## config.mk

```make
export PLATFORM = sky130hd
export DESIGN_NAME = alarm_chime_driver_flat
export DESIGN_NICKNAME = d
export VERILOG_FILES = /design/src/rtl/alarm_chime_driver_if.sv /design/src/rtl/alarm_chime_driver.sv /design/src/flat_wrapper.sv
export SDC_FILE = /design/constraint.sdc
export NUM_CORES = 1
export LEC_CHECK = 0
export ABC_AREA = 1
export ABC_CLOCK_PERIOD_IN_PS = 3700
export CORE_UTILIZATION = 55
export DETAILED_ROUTE_END_ITERATION = 12
export PLACE_DENSITY = 0.76
export SETUP_SLACK_MARGIN = 0.15
export SYNTH_ARGS = -nofsm -noshare
export SYNTH_HDL_FRONTEND = slang
export SYNTH_SLANG_ARGS = --single-unit
```

## constraint.sdc

```tcl
create_clock -name clk -period 3.7 [get_ports clk]
set_input_delay 0.37 -clock clk [delete_from_list [all_inputs] [get_ports clk]]
set_output_delay 0.37 -clock clk [all_outputs]
set_load 0.005 [all_outputs]
```

## src/rtl/alarm_chime_driver_if.sv

```systemverilog
// alarm_chime_driver_if: alarm/acknowledge inputs and chime outputs of the chime driver
interface alarm_chime_driver_if #(parameter int BEEP_W = 4);
  logic              CarAlarmSignal;
  logic              ChimeAck;
  logic              BuzzerOut;
  logic              ChimeActive;
  logic              Silenced;
  logic [BEEP_W-1:0] BeepCount;
  modport master (output CarAlarmSignal, ChimeAck, input BuzzerOut, ChimeActive, Silenced, BeepCount);
  modport slave (input CarAlarmSignal, ChimeAck, output BuzzerOut, ChimeActive, Silenced, BeepCount);
endinterface

```

## src/rtl/alarm_chime_driver.sv

```systemverilog
// alarm_chime_driver: debounces the car alarm and drives a capped, acknowledgeable beep pattern
module alarm_chime_driver #(
  parameter int DEBOUNCE_CYCLES = 4,
  parameter int ON_CYCLES       = 8,
  parameter int OFF_CYCLES      = 8,
  parameter int MAX_BEEPS       = 5,
  parameter int CNT_W           = 8,
  parameter int BEEP_W          = 4
) (
  input logic                 clk,
  input logic                 reset_L,
  alarm_chime_driver_if.slave chime
);
  localparam logic [2:0] IDLE     = 3'd0;
  localparam logic [2:0] ARM      = 3'd1;
  localparam logic [2:0] BEEP_ON  = 3'd2;
  localparam logic [2:0] BEEP_OFF = 3'd3;
  localparam logic [2:0] SILENT   = 3'd4;
  localparam logic [CNT_W-1:0] DEB_LAST = CNT_W'(DEBOUNCE_CYCLES - 1);
  localparam logic [CNT_W-1:0] ON_LAST  = CNT_W'(ON_CYCLES - 1);
  localparam logic [CNT_W-1:0] OFF_LAST = CNT_W'(OFF_CYCLES - 1);
  localparam logic [BEEP_W-1:0] MAX_B   = BEEP_W'(MAX_BEEPS);
  logic [2:0]        r_state, w_nxt;
  logic [CNT_W-1:0]  r_cnt, w_cnt;
  logic [BEEP_W-1:0] r_beeps, w_beeps, w_beeps_inc;
  logic              r_buzz, r_active, r_silent;
  logic              w_sig, w_ack;
  assign w_sig       = chime.CarAlarmSignal;
  assign w_ack       = chime.ChimeAck;
  assign w_beeps_inc = r_beeps + 1'b1;
  // Loss of the alarm always wins over an acknowledge arriving on the same edge.
  always_comb begin
    w_nxt   = r_state;
    w_cnt   = r_cnt;
    w_beeps = r_beeps;
    case (r_state)
      IDLE: if (w_sig) begin
        w_nxt = (DEBOUNCE_CYCLES == 1) ? BEEP_ON : ARM;
        w_cnt = (DEBOUNCE_CYCLES == 1) ? '0 : CNT_W'(1);
      end
      ARM: begin
        w_nxt = !w_sig ? IDLE : (r_cnt >= DEB_LAST) ? BEEP_ON : ARM;
        w_cnt = (w_nxt == ARM) ? r_cnt + 1'b1 : '0;
      end
      BEEP_ON: begin
        w_nxt   = !w_sig ? IDLE : w_ack ? SILENT : (r_cnt < ON_LAST) ? BEEP_ON :
                  (w_beeps_inc == MAX_B) ? SILENT : BEEP_OFF;
        w_beeps = (w_sig && !w_ack && r_cnt >= ON_LAST) ? w_beeps_inc : r_beeps;
        w_cnt   = (w_nxt == BEEP_ON) ? r_cnt + 1'b1 : '0;
      end
      BEEP_OFF: begin
        w_nxt = !w_sig ? IDLE : w_ack ? SILENT : (r_cnt < OFF_LAST) ? BEEP_OFF : BEEP_ON;
        w_cnt = (w_nxt == BEEP_OFF) ? r_cnt + 1'b1 : '0;
      end
      SILENT: begin
        w_nxt = w_sig ? SILENT : IDLE;
        w_cnt = '0;
      end
      default: begin
        w_nxt = IDLE;
        w_cnt = '0;
      end
    endcase
  end
  always_ff @(posedge clk) begin
    if (!reset_L) begin
      r_state  <= IDLE;
      r_cnt    <= '0;
      r_beeps  <= '0;
      r_buzz   <= 1'b0;
      r_active <= 1'b0;
      r_silent <= 1'b0;
    end else begin
      r_state  <= w_nxt;
      r_cnt    <= w_cnt;
      r_beeps  <= (w_nxt == IDLE) ? '0 : w_beeps;
      r_buzz   <= (w_nxt == BEEP_ON);
      r_active <= (w_nxt == BEEP_ON) || (w_nxt == BEEP_OFF);
      r_silent <= (w_nxt == SILENT);
    end
  end
  assign chime.BuzzerOut   = r_buzz;
  assign chime.ChimeActive = r_active;
  assign chime.Silenced    = r_silent;
  assign chime.BeepCount   = r_beeps;
endmodule

```

## src/flat_wrapper.sv

```systemverilog
// flat-port wrapper written by rule: the top's interface ports become plain ports
module alarm_chime_driver_flat 
#(
  parameter int DEBOUNCE_CYCLES = 4,
  parameter int ON_CYCLES       = 8,
  parameter int OFF_CYCLES      = 8,
  parameter int MAX_BEEPS       = 5,
  parameter int CNT_W           = 8,
  parameter int BEEP_W          = 4
)
  (clk, reset_L, chime_CarAlarmSignal, chime_ChimeAck, chime_BuzzerOut, chime_ChimeActive, chime_Silenced, chime_BeepCount);
  alarm_chime_driver_if #(.BEEP_W(BEEP_W)) chime_i ();
  input logic clk;
  input logic reset_L;
  input wire logic [$bits(chime_i.CarAlarmSignal)-1:0] chime_CarAlarmSignal;
  input wire logic [$bits(chime_i.ChimeAck)-1:0] chime_ChimeAck;
  output wire logic [$bits(chime_i.BuzzerOut)-1:0] chime_BuzzerOut;
  output wire logic [$bits(chime_i.ChimeActive)-1:0] chime_ChimeActive;
  output wire logic [$bits(chime_i.Silenced)-1:0] chime_Silenced;
  output wire logic [$bits(chime_i.BeepCount)-1:0] chime_BeepCount;
  assign chime_i.CarAlarmSignal = chime_CarAlarmSignal;
  assign chime_i.ChimeAck = chime_ChimeAck;
  assign chime_BuzzerOut = chime_i.BuzzerOut;
  assign chime_ChimeActive = chime_i.ChimeActive;
  assign chime_Silenced = chime_i.Silenced;
  assign chime_BeepCount = chime_i.BeepCount;
  alarm_chime_driver #(.DEBOUNCE_CYCLES(DEBOUNCE_CYCLES), .ON_CYCLES(ON_CYCLES), .OFF_CYCLES(OFF_CYCLES), .MAX_BEEPS(MAX_BEEPS), .CNT_W(CNT_W), .BEEP_W(BEEP_W)) u_core (.clk(clk), .reset_L(reset_L), .chime(chime_i));
endmodule
```

; ---- Yosys cells after proc, flatten, opt, wreduce, memory -nomap -nowiden
; Cells that the tools add are included.
[totals]
reg_bits = 18
output_inout_bits = 7
[classes]
n_mux = 17
n_addsub = 2
n_bitwise = 1
magnitude_cmp = 3
eq_ne = 12
reduce_logical = 8
[op_table]
columns = operator, count
row1 = 8-bit 2-to-1 mux, 4
row2 = 8-bit one-hot mux with 4 select lines, 1
row3 = 3-bit 2-to-1 mux, 9
row4 = 3-bit by 2-bit equality test with 1-bit output (second input constant), 6
row5 = 3-bit one-hot mux with 5 select lines, 1
row6 = 8-bit by 1-bit adder with 8-bit output (second input constant), 1
row7 = 8-bit by 2-bit >= comparator with 1-bit output (second input constant), 1
row8 = 8-bit by 3-bit >= comparator with 1-bit output (second input constant), 1
row9 = 8-bit by 3-bit < comparator with 1-bit output (second input constant), 1
row10 = 3-bit by 1-bit equality test with 1-bit output (second input constant), 2
row11 = 3-bit equality test (second input constant), 2
row12 = 3-bit zero test, 2
row13 = 4-bit by 1-bit adder with 4-bit output (second input constant), 1
row14 = 4-bit by 3-bit equality test with 1-bit output (second input constant), 1
row15 = 1-bit logical AND, 2
row16 = 2-bit 2-to-1 mux, 1
row17 = 2-bit inequality test (second input constant), 1
row18 = 2-bit AND reduction, 1
row19 = 2-bit OR reduction, 1
row20 = 1-bit zero test, 1
row21 = 1-bit logical OR, 1
row22 = 1-bit 2-to-1 mux, 1
row23 = 1-bit inverter, 1

; ---- Longest topological paths before layout
; Gate-level depths: netlist of the first run.
[logic_depth]
word_depth = 9
depth_mapped = 10
ltp_nobuf = 10

; ---- Worst setup path after synthesis of the first run
; OpenSTA, ideal clock, no wires.
[synth_path]
path_kind = register to register
from = register u_core.r_beeps[1], in the netlist u_core.chime.BeepCount[1]
to = register u_core.r_buzz, in the netlist u_core.chime.BuzzerOut
period_less_slack_ps = 1277
path_buffers = 0
stages_incl_launch_ff = 11
arrival_time_ps = 1156
slack_ps = 2423
cell_sequence = dfxtp_1 > ha_1 > inv_1 > nand2_1 > nand2_1 > nor2_2 > nand3_1 > nand4_1 > nand3_1 > nand2_1 > nor2_1
[synth_via]
elab_chain_cells = 8
[synth_lines]
columns = item, line_no
row1 = from (decl), alarm_chime_driver.sv:25  ; logic [BEEP_W-1:0] r_beeps, w_beeps, w_beeps_inc;
row2 = from (signal assigned), alarm_chime_driver.sv:76  ; r_beeps <= (w_nxt == IDLE) ? '0 : w_beeps;
row3 = 4-bit by 1-bit adder with 4-bit output, alarm_chime_driver.sv:30  ; assign w_beeps_inc = r_beeps + 1'b1;
row4 = 4-bit by 3-bit equality test with 1-bit output, alarm_chime_driver.sv:47  ; (w_beeps_inc == MAX_B) ? SILENT : BEEP_OFF;
row5 = 3-bit 2-to-1 mux, alarm_chime_driver.sv:47
row6 = 3-bit 2-to-1 mux (3 in series), alarm_chime_driver.sv:46  ; w_nxt = !w_sig ? IDLE : w_ack ? SILENT : (r_cnt < ON_LAST) ? BEEP_ON :
row7 = 3-bit one-hot mux with 5 select lines, alarm_chime_driver.sv:36  ; case (r_state)
row8 = 3-bit by 2-bit equality test with 1-bit output, alarm_chime_driver.sv:77  ; r_buzz <= (w_nxt == BEEP_ON);
row9 = to (signal assigned), alarm_chime_driver.sv:77
row10 = to (decl), alarm_chime_driver.sv:26  ; logic r_buzz, r_active, r_silent;
; Every way passes these cells.
; A chain may end at the register's enable or synchronous reset.

; ---- Worst setup path in the final report of the first run
[layout_path]
from = register u_core.r_beeps[0], in the netlist u_core.chime.BeepCount[0]
to = output chime_BeepCount[0]
[layout_lines]
columns = item, line_no
row1 = to (decl), flat_wrapper.sv:20  ; output wire logic [$bits(chime_i.BeepCount)-1:0] chime_BeepCount;
; No word-level cell between the ends.

==> key figures, run 1 <==
Die
  – Die area: 1820 µm²
  – Core area: between 1500 and 2000 µm²
  – Io pins: 11
  – Initial Utilization: about three fifths
  – Width of the die: about 43 µm
  – FP Rows: 14
  – Die H: 42.6 µm

Drt
  – DRT iter0 DRCs: 17
  – DRC Markers: 0
  – DR WL/cell: around 11 µm
  – Routed Antenna Nets: 0
  – Vias per cell: approximately 5.3
  – Drt pass-1 iters: 4
  – Via count: ~830
  – Routed Wire Length: ~1700 µm

Synth
  – Post-synthesis simple-gate area fraction: between 30% and 40%
  – Post-Syn Area: approximately 910 µm²
  – Yosys Warn Count: 0
  – Commonest cells in the netlist: nand2_1 (28), inv_1 (21), dfxtp_1 (18)
  – Avg Cell Area, Syn: 7.15 µm²
  – Flops & latches, synth: 18
  – Yosys top cell area share: between 30% and 40%
  – Largest area contributor in the netlist: dfxtp_1
  – Top FF cell, synth: dfxtp_1
  – Post-Synth XOR/XNOR Area: less than 1%
  – Syn Nets: 134
  – Synth Area in Adders: 4.13%
  – Distinct cell type count after synthesis: 22
  – Largest family of logic cells by synthesized area: simple AND/OR/NAND/NOR gates
  – Sequential area share after synthesis: between 30% and 40%
  – Most numerous cell in the Yosys netlist: nand2_1
  – Synth top area cells: dfxtp_1 (40%), nand2_1 (12%), inv_1 (8.7%), nand3_1 (6.1%), a21oi_1 (5.5%)
  – Synthesized instance count: 127
  – Post-synthesis mux area share: 0%
  – Ys async rst share: 0%
  – Post-synth EDFFs: 0
  – Post-synthesis compound-gate area fraction: under 10%

STA
  – Unrepaired setup endpoints after global routing: no
  – Final hold viol count: 0
  – Setup_tns: 0 ns
  – Clk_skew: about 0.0065 ns
  – Max Slew Vio Count: 0
  – Hold_ws: 0.450 ns
  – Period minus WS final: about 1.6 ns
  – Slew HR: around 80%
  – Worst slew pin tran: around 0.3 ns
  – Setup violators final: 0
  – Period utilization: approximately 44%
  – Maximum clock frequency: roughly 0.6 GHz

Setup path
  – Critical path fanouts, max: 6
  – Startpoint Class: flop
  – Nature of the critical path endpoint: primary output
  – CP peak stage delay: between 0.5 and 0.6 ns
  – Worst Path Arrival: approximately 1.3 ns
  – Slowest stage cell on the critical path: clkdlybuf4s50_1
  – Crit-path leading delay family: buffers and inverters
  – Critical path buffer and inverter count: 1
  – Worst path required time: between 3 and 4 ns
  – Sequence of cells on the critical path: clkdlybuf4s50_1
  – Critical path class: reg -> out

Placement
  – PortBufs: 10
  – Dpl cell area: 1020 µm²
  – RePlAce Congestion: 0.884
  – Post-DP HPWL: approximately 1400 µm
  – Dpl cells: about 150

Clock network
  – Clock-pin slew on the worst setup and hold paths: 0.10 ns
  – Post-CTS Setup Inserts: 0
  – H-tree Lvls: 1
  – CTS Root Cell: clkbuf_4
  – CTS resizes: 0
  – # hold bufs at CTS: 0
  – CTS tree: done
  – TritonCTS Buffers: 3
  – Clk Latency, worst-skew pair: between 0.2 and 0.3 ns
  – Clock sink count: 18
  – Max clock buf depth: 2

Pwr
  – Power density over the cells: between 300 and 400 nW/µm²
  – Maximum VDD drop: about 0.25 mV
  – Pwr Total: between 300 and 400 µW
  – Leakage: between 0.4 and 0.5 nW

Cells and area
  – Synth-to-Final Area Change: 16.4%
  – Fill cells: about 150
  – Post-route cell area: approximately 1100 µm²
  – Share of layout cells above drive strength 1: 12.1%
  – Nets: 148
  – Non-filler cells, final: between 150 and 200
  – N_diodes: 0

Global routing
  – Initial antenna violation count: 0
  – Total track usage: roughly a fifth
  – GRT Residual Overflow: 0
  – Vias in the first global route: between 700 and 800
  – First-pass GRT wire length: between 2000 and 3000 µm
  – Largest net degree at the start of global routing: 11

Run status
  – Status: completed

Job
  – Max cap viols: 0

Min path
  – Hold Crit Class: reg -> reg
==> through the flow <==
stage / util, % / setup slack [ns]
6_report: 69.4 / 2.08
5_1_grt: 69.4 / 2.01
4_1_cts: 69.4 / 2.05
3_5_place_dp: 67.0 / 1.86
3_3_place_gp: 67.0 / 1.92
2_1_floorplan: - / 2.42
==> state kept, by name, summed over array words and instances, names as in the netlist <==
register,flops
u_core.r_cnt,8
u_core.chime.BuzzerOut,1
u_core.r_state,3
u_core.chime.BeepCount,4
u_core.chime.Silenced,1
u_core.chime.ChimeActive,1
==> metal layers <==
metal	part of all wire, %	global-route usage (%)	vias up
met5	0	0	-
met4	0.53	5.63	0
met3	2.2	3.88	2
met2	49	37.3	10
met1	48	26.0	382
li1	-	-	432
==> worst paths after layout <==
path                        startpoint                endpoint  slack (ns)  cells past startpoint
min                    u_core.r_cnt[4]         u_core.r_cnt[4]        0.45                      2
min reg2reg            u_core.r_cnt[4]         u_core.r_cnt[4]        0.45                      2
max          u_core.chime.BeepCount[0]      chime_BeepCount[0]        2.08                      1
max reg2reg  u_core.chime.BeepCount[1]  u_core.chime.BuzzerOut        2.21                     10
==> cell type report <==
type / count / area, µm² / area share, %
multi-input combinational: 82 / 440 / 41.7
sequential: 18 / 360 / 34.1
timing repair buffer: 10 / 100 / 9.47
inverter: 26 / 100 / 9.47
tap: 16 / 20.0 / 1.89
clock buffer: 4 / 36.3 / 3.43
==> placed cells by master, fill, tap and decap left out <==
cell type	n
clkbuf_8	1
nor2_1	5
nand4_1	4
dfxtp_1	18
ha_1	3
clkdlybuf4s50_1	10
clkinv_1	1
nor2_2	2
inv_1	21
nor3_1	7
nand3_1	11
o211ai_1	1
o2111ai_1	1
o21ai_0	1
inv_4	1
nor2_4	3
nand2_4	1
o31ai_1	1
xor2_1	1
a21oi_1	10
clkbuf_4	3
nand2_1	28
nand2_2	3
inv_2	3
==> report_power, final <==
group	internal, mW	total (mW)	leakage [nW]	switching (mW)
sequential	0.196	0.197	0.145	0.00112
combinational	0.00885	0.0255	0.293	0.0167
clock	0.0598	0.116	0.0210	0.0558
total	0.264	0.338	0.459	0.0736
==> cell families (layout without fill, tap and decap cells) <==
kind of cell	Yosys count	count (layout)
buffers and inverters	27	40
adders and majority gates	3	3
xor gates and xnor gates	1	1
DFF	18	18
AOI/OAI and AO/OA	14	14
and+or+nand+nor	64	64
Note: power is estimated with default switching activity, not from simulation.
==> run 2, diff against run 1 <==
--- a/config.mk
+++ b/config.mk
@@ -6,10 +6,10 @@
 export NUM_CORES = 1
 export LEC_CHECK = 0
 export ABC_AREA = 1
-export ABC_CLOCK_PERIOD_IN_PS = 3700
-export CORE_UTILIZATION = 55
+export ABC_CLOCK_PERIOD_IN_PS = 1600
+export CORE_UTILIZATION = 53
 export DETAILED_ROUTE_END_ITERATION = 12
-export PLACE_DENSITY = 0.76
+export PLACE_DENSITY = 0.73
 export SETUP_SLACK_MARGIN = 0.15
 export SYNTH_ARGS = -nofsm -noshare
 export SYNTH_HDL_FRONTEND = slang
==> constraint.sdc (replaced) <==
create_clock -name clk -period 1.6 [get_ports clk]
set_input_delay 0.16 -clock clk [delete_from_list [all_inputs] [get_ports clk]]
set_output_delay 0.16 -clock clk [all_outputs]
set_load 0.005 [all_outputs]
==> run 2 against run 1 <==
Compared with the run above: total power grew 120%; register-to-register slack lost 2.0 ns; non-clock buffer count rose by 2; critical endpoint is now u_core.chime.BuzzerOut.
==> key figures, run 2 (synthesis results as in run 1) <==
Run status
  – Status: completed

Drt
  – Drt pass-1 iters: 4
  – Routed Wire Length: between 1500 and 2000 µm
  – Via count: 816
  – DRT iter0 DRCs: 14
  – DRC Markers: 0
  – DR WL/cell: between 10 and 15 µm
  – Vias per cell: a little over 5
  – Routed Antenna Nets: 0

Global routing
  – First-pass GRT wire length: 2920 µm
  – Met1 GRT Util: roughly a quarter
  – GRT Residual Overflow: 0
  – Routing usage on met2: 35.5%
  – Met3 Use GR: 2.50%
  – Vias in the first global route: around 720
  – Largest net degree at the start of global routing: 10
  – Gr busiest metal: met2
  – Initial antenna violation count: 0
  – Total track usage: 21.2%

Cells and area
  – Max reg flops: 8
  – Most frequent cells in the layout: nand2_1 (27), inv_1 (20), dfxtp_1 (15)
  – Nets: 150
  – Final Util: between 60% and 70%
  – Synth-to-Final Area Change: 19.4%
  – Most common cell after layout, fill and taps aside: nand2_1
  – Fill cells: 140
  – Share of layout cells above drive strength 1: between 10% and 20%
  – Top reg by flops: u_core.r_cnt
  – N_diodes: 0

Setup path
  – Critical path class: reg -> reg
  – Worst Reg-to-Reg Cells: 10
  – Critical path fanouts, max: 6
  – Crit path from: u_core.chime.BeepCount[0]
  – Worst Path Arrival: around 1.6 ns
  – Worst path required time: approximately 1.8 ns
  – Crit Reg-Reg Startpoint: u_core.chime.BeepCount[0]
  – Startpoint Class: flop
  – Nature of the critical path endpoint: flop

Clock network
  – CTS Root Cell: clkbuf_4
  – H-tree Lvls: 1
  – # hold bufs at CTS: 0
  – Clock sink count: 18
  – Clk Latency, worst-skew pair: approximately 0.30 ns
  – CTS tree: done
  – Clock-pin slew on the worst setup and hold paths: roughly 0.10 ns
  – Max clock buf depth: 2
  – TritonCTS Buffers: 3
  – Post-CTS Setup Inserts: 0

STA
  – Worst slew pin tran: between 0.2 and 0.3 ns
  – Hold_ws: about 0.46 ns
  – Unrepaired setup endpoints after global routing: yes
  – Max Slew Vio Count: 0
  – Clk_skew: between 0.007 and 0.008 ns
  – Slew HR: about four fifths
  – Period minus WS final: roughly 1.4 ns
  – Maximum clock frequency: 0.729 GHz
  – Final hold viol count: 0
  – Period utilization: a little under nine tenths
  – Setup_tns: 0 ns
  – Setup violators final: 0

Min path
  – Worst hold path depth: 2
  – Hold Crit Class: reg -> reg
  – Hold Path Origin: u_core.r_cnt[6]

Die
  – Initial Utilization: between 50% and 60%
  – Die area: roughly 1900 µm²
  – Io pins: 11
  – Core area: 1560 µm²
  – Die H: approximately 43 µm
  – FP Rows: 14
  – Width of the die: between 40 and 50 µm

Job
  – Max cap viols: 0

Pwr
  – Leakage: around 0.46 nW
  – Maximum VDD drop: ~0.52 mV
  – Power density over the cells: 680 nW/µm²

Placement
  – PortBufs: 10
  – RePlAce Congestion: 0.915
  – Post-DP HPWL: 1360 µm
-- run 2: cell count changes in the layout (fill, tap and decap cells not counted), sizes merged --
cell / previous run / this run
buf: 0 / 2
clkbuf: 4 / 3
-- run 2: cell type report --
class | count | area, µm² | share of cell area [%]
multi-input cells | 82 | 458 | 42.2
flip-flops and latches | 18 | 369 | 34.0
repair buffers | 12 | 115 | 10.6
inverters | 26 | 100 | 9.23
clock buffers | 3 | 22.5 | 2.08
well taps | 16 | 20.0 | 1.85
-- run 2: per-layer routing --
layer  wire length [µm]  part of all wire (%)
met1                841                    48
met4                 42                   2.4
met5                  0                     0
met3                 45                   2.6
met2                813                    47
-- run 2: worst paths after layout --
kind                                 end  slack [ns]
hold reg to reg          u_core.r_cnt[6]        0.46
hold / removal           u_core.r_cnt[6]        0.46
setup / recovery  u_core.chime.BuzzerOut        0.23
setup reg to reg  u_core.chime.BuzzerOut        0.23
-- run 2: timing repair --
item                                    CTS  global route
endpoints found under the setup margin    3            15
hold endpoints to repair                  0             0
resized for setup                         2             9
-- run 2: critical path, cell delays in order (launching register included) --
cell and delay (ns):
dfxtp_4 0.38, ha_2 0.18, inv_1 0.04, nand2_1 0.08
nand2_1 0.06, nor2_2 0.09, nand3_1 0.12, nand4_1 0.09
nand3_1 0.09, nand2_2 0.09, nor2_1 0.04
-- run 2: power breakdown --
part | leakage, nW | switching, mW | internal [mW]
combinational | 0.303 | 0.0405 | 0.0237
clock | 0.0138 | 0.134 | 0.0877
sequential | 0.148 | 0.00257 | 0.449
total | 0.464 | 0.177 | 0.560
-- run 2: per-stage QoR --
stage | instance area (µm²) | std cells | setup slack, ns | power [mW]
after floorplan | 908 | 127 | 0.323 | 0.507
after global placement | 1040 | 154 | 0.173 | 0.528
after detailed placement | 1040 | 154 | 0.130 | 0.529
after CTS | 1060 | 157 | 0.168 | 0.747
after global routing | 1080 | 157 | 0.106 | 0.766
final | 1080 | 157 | 0.228 | 0.738
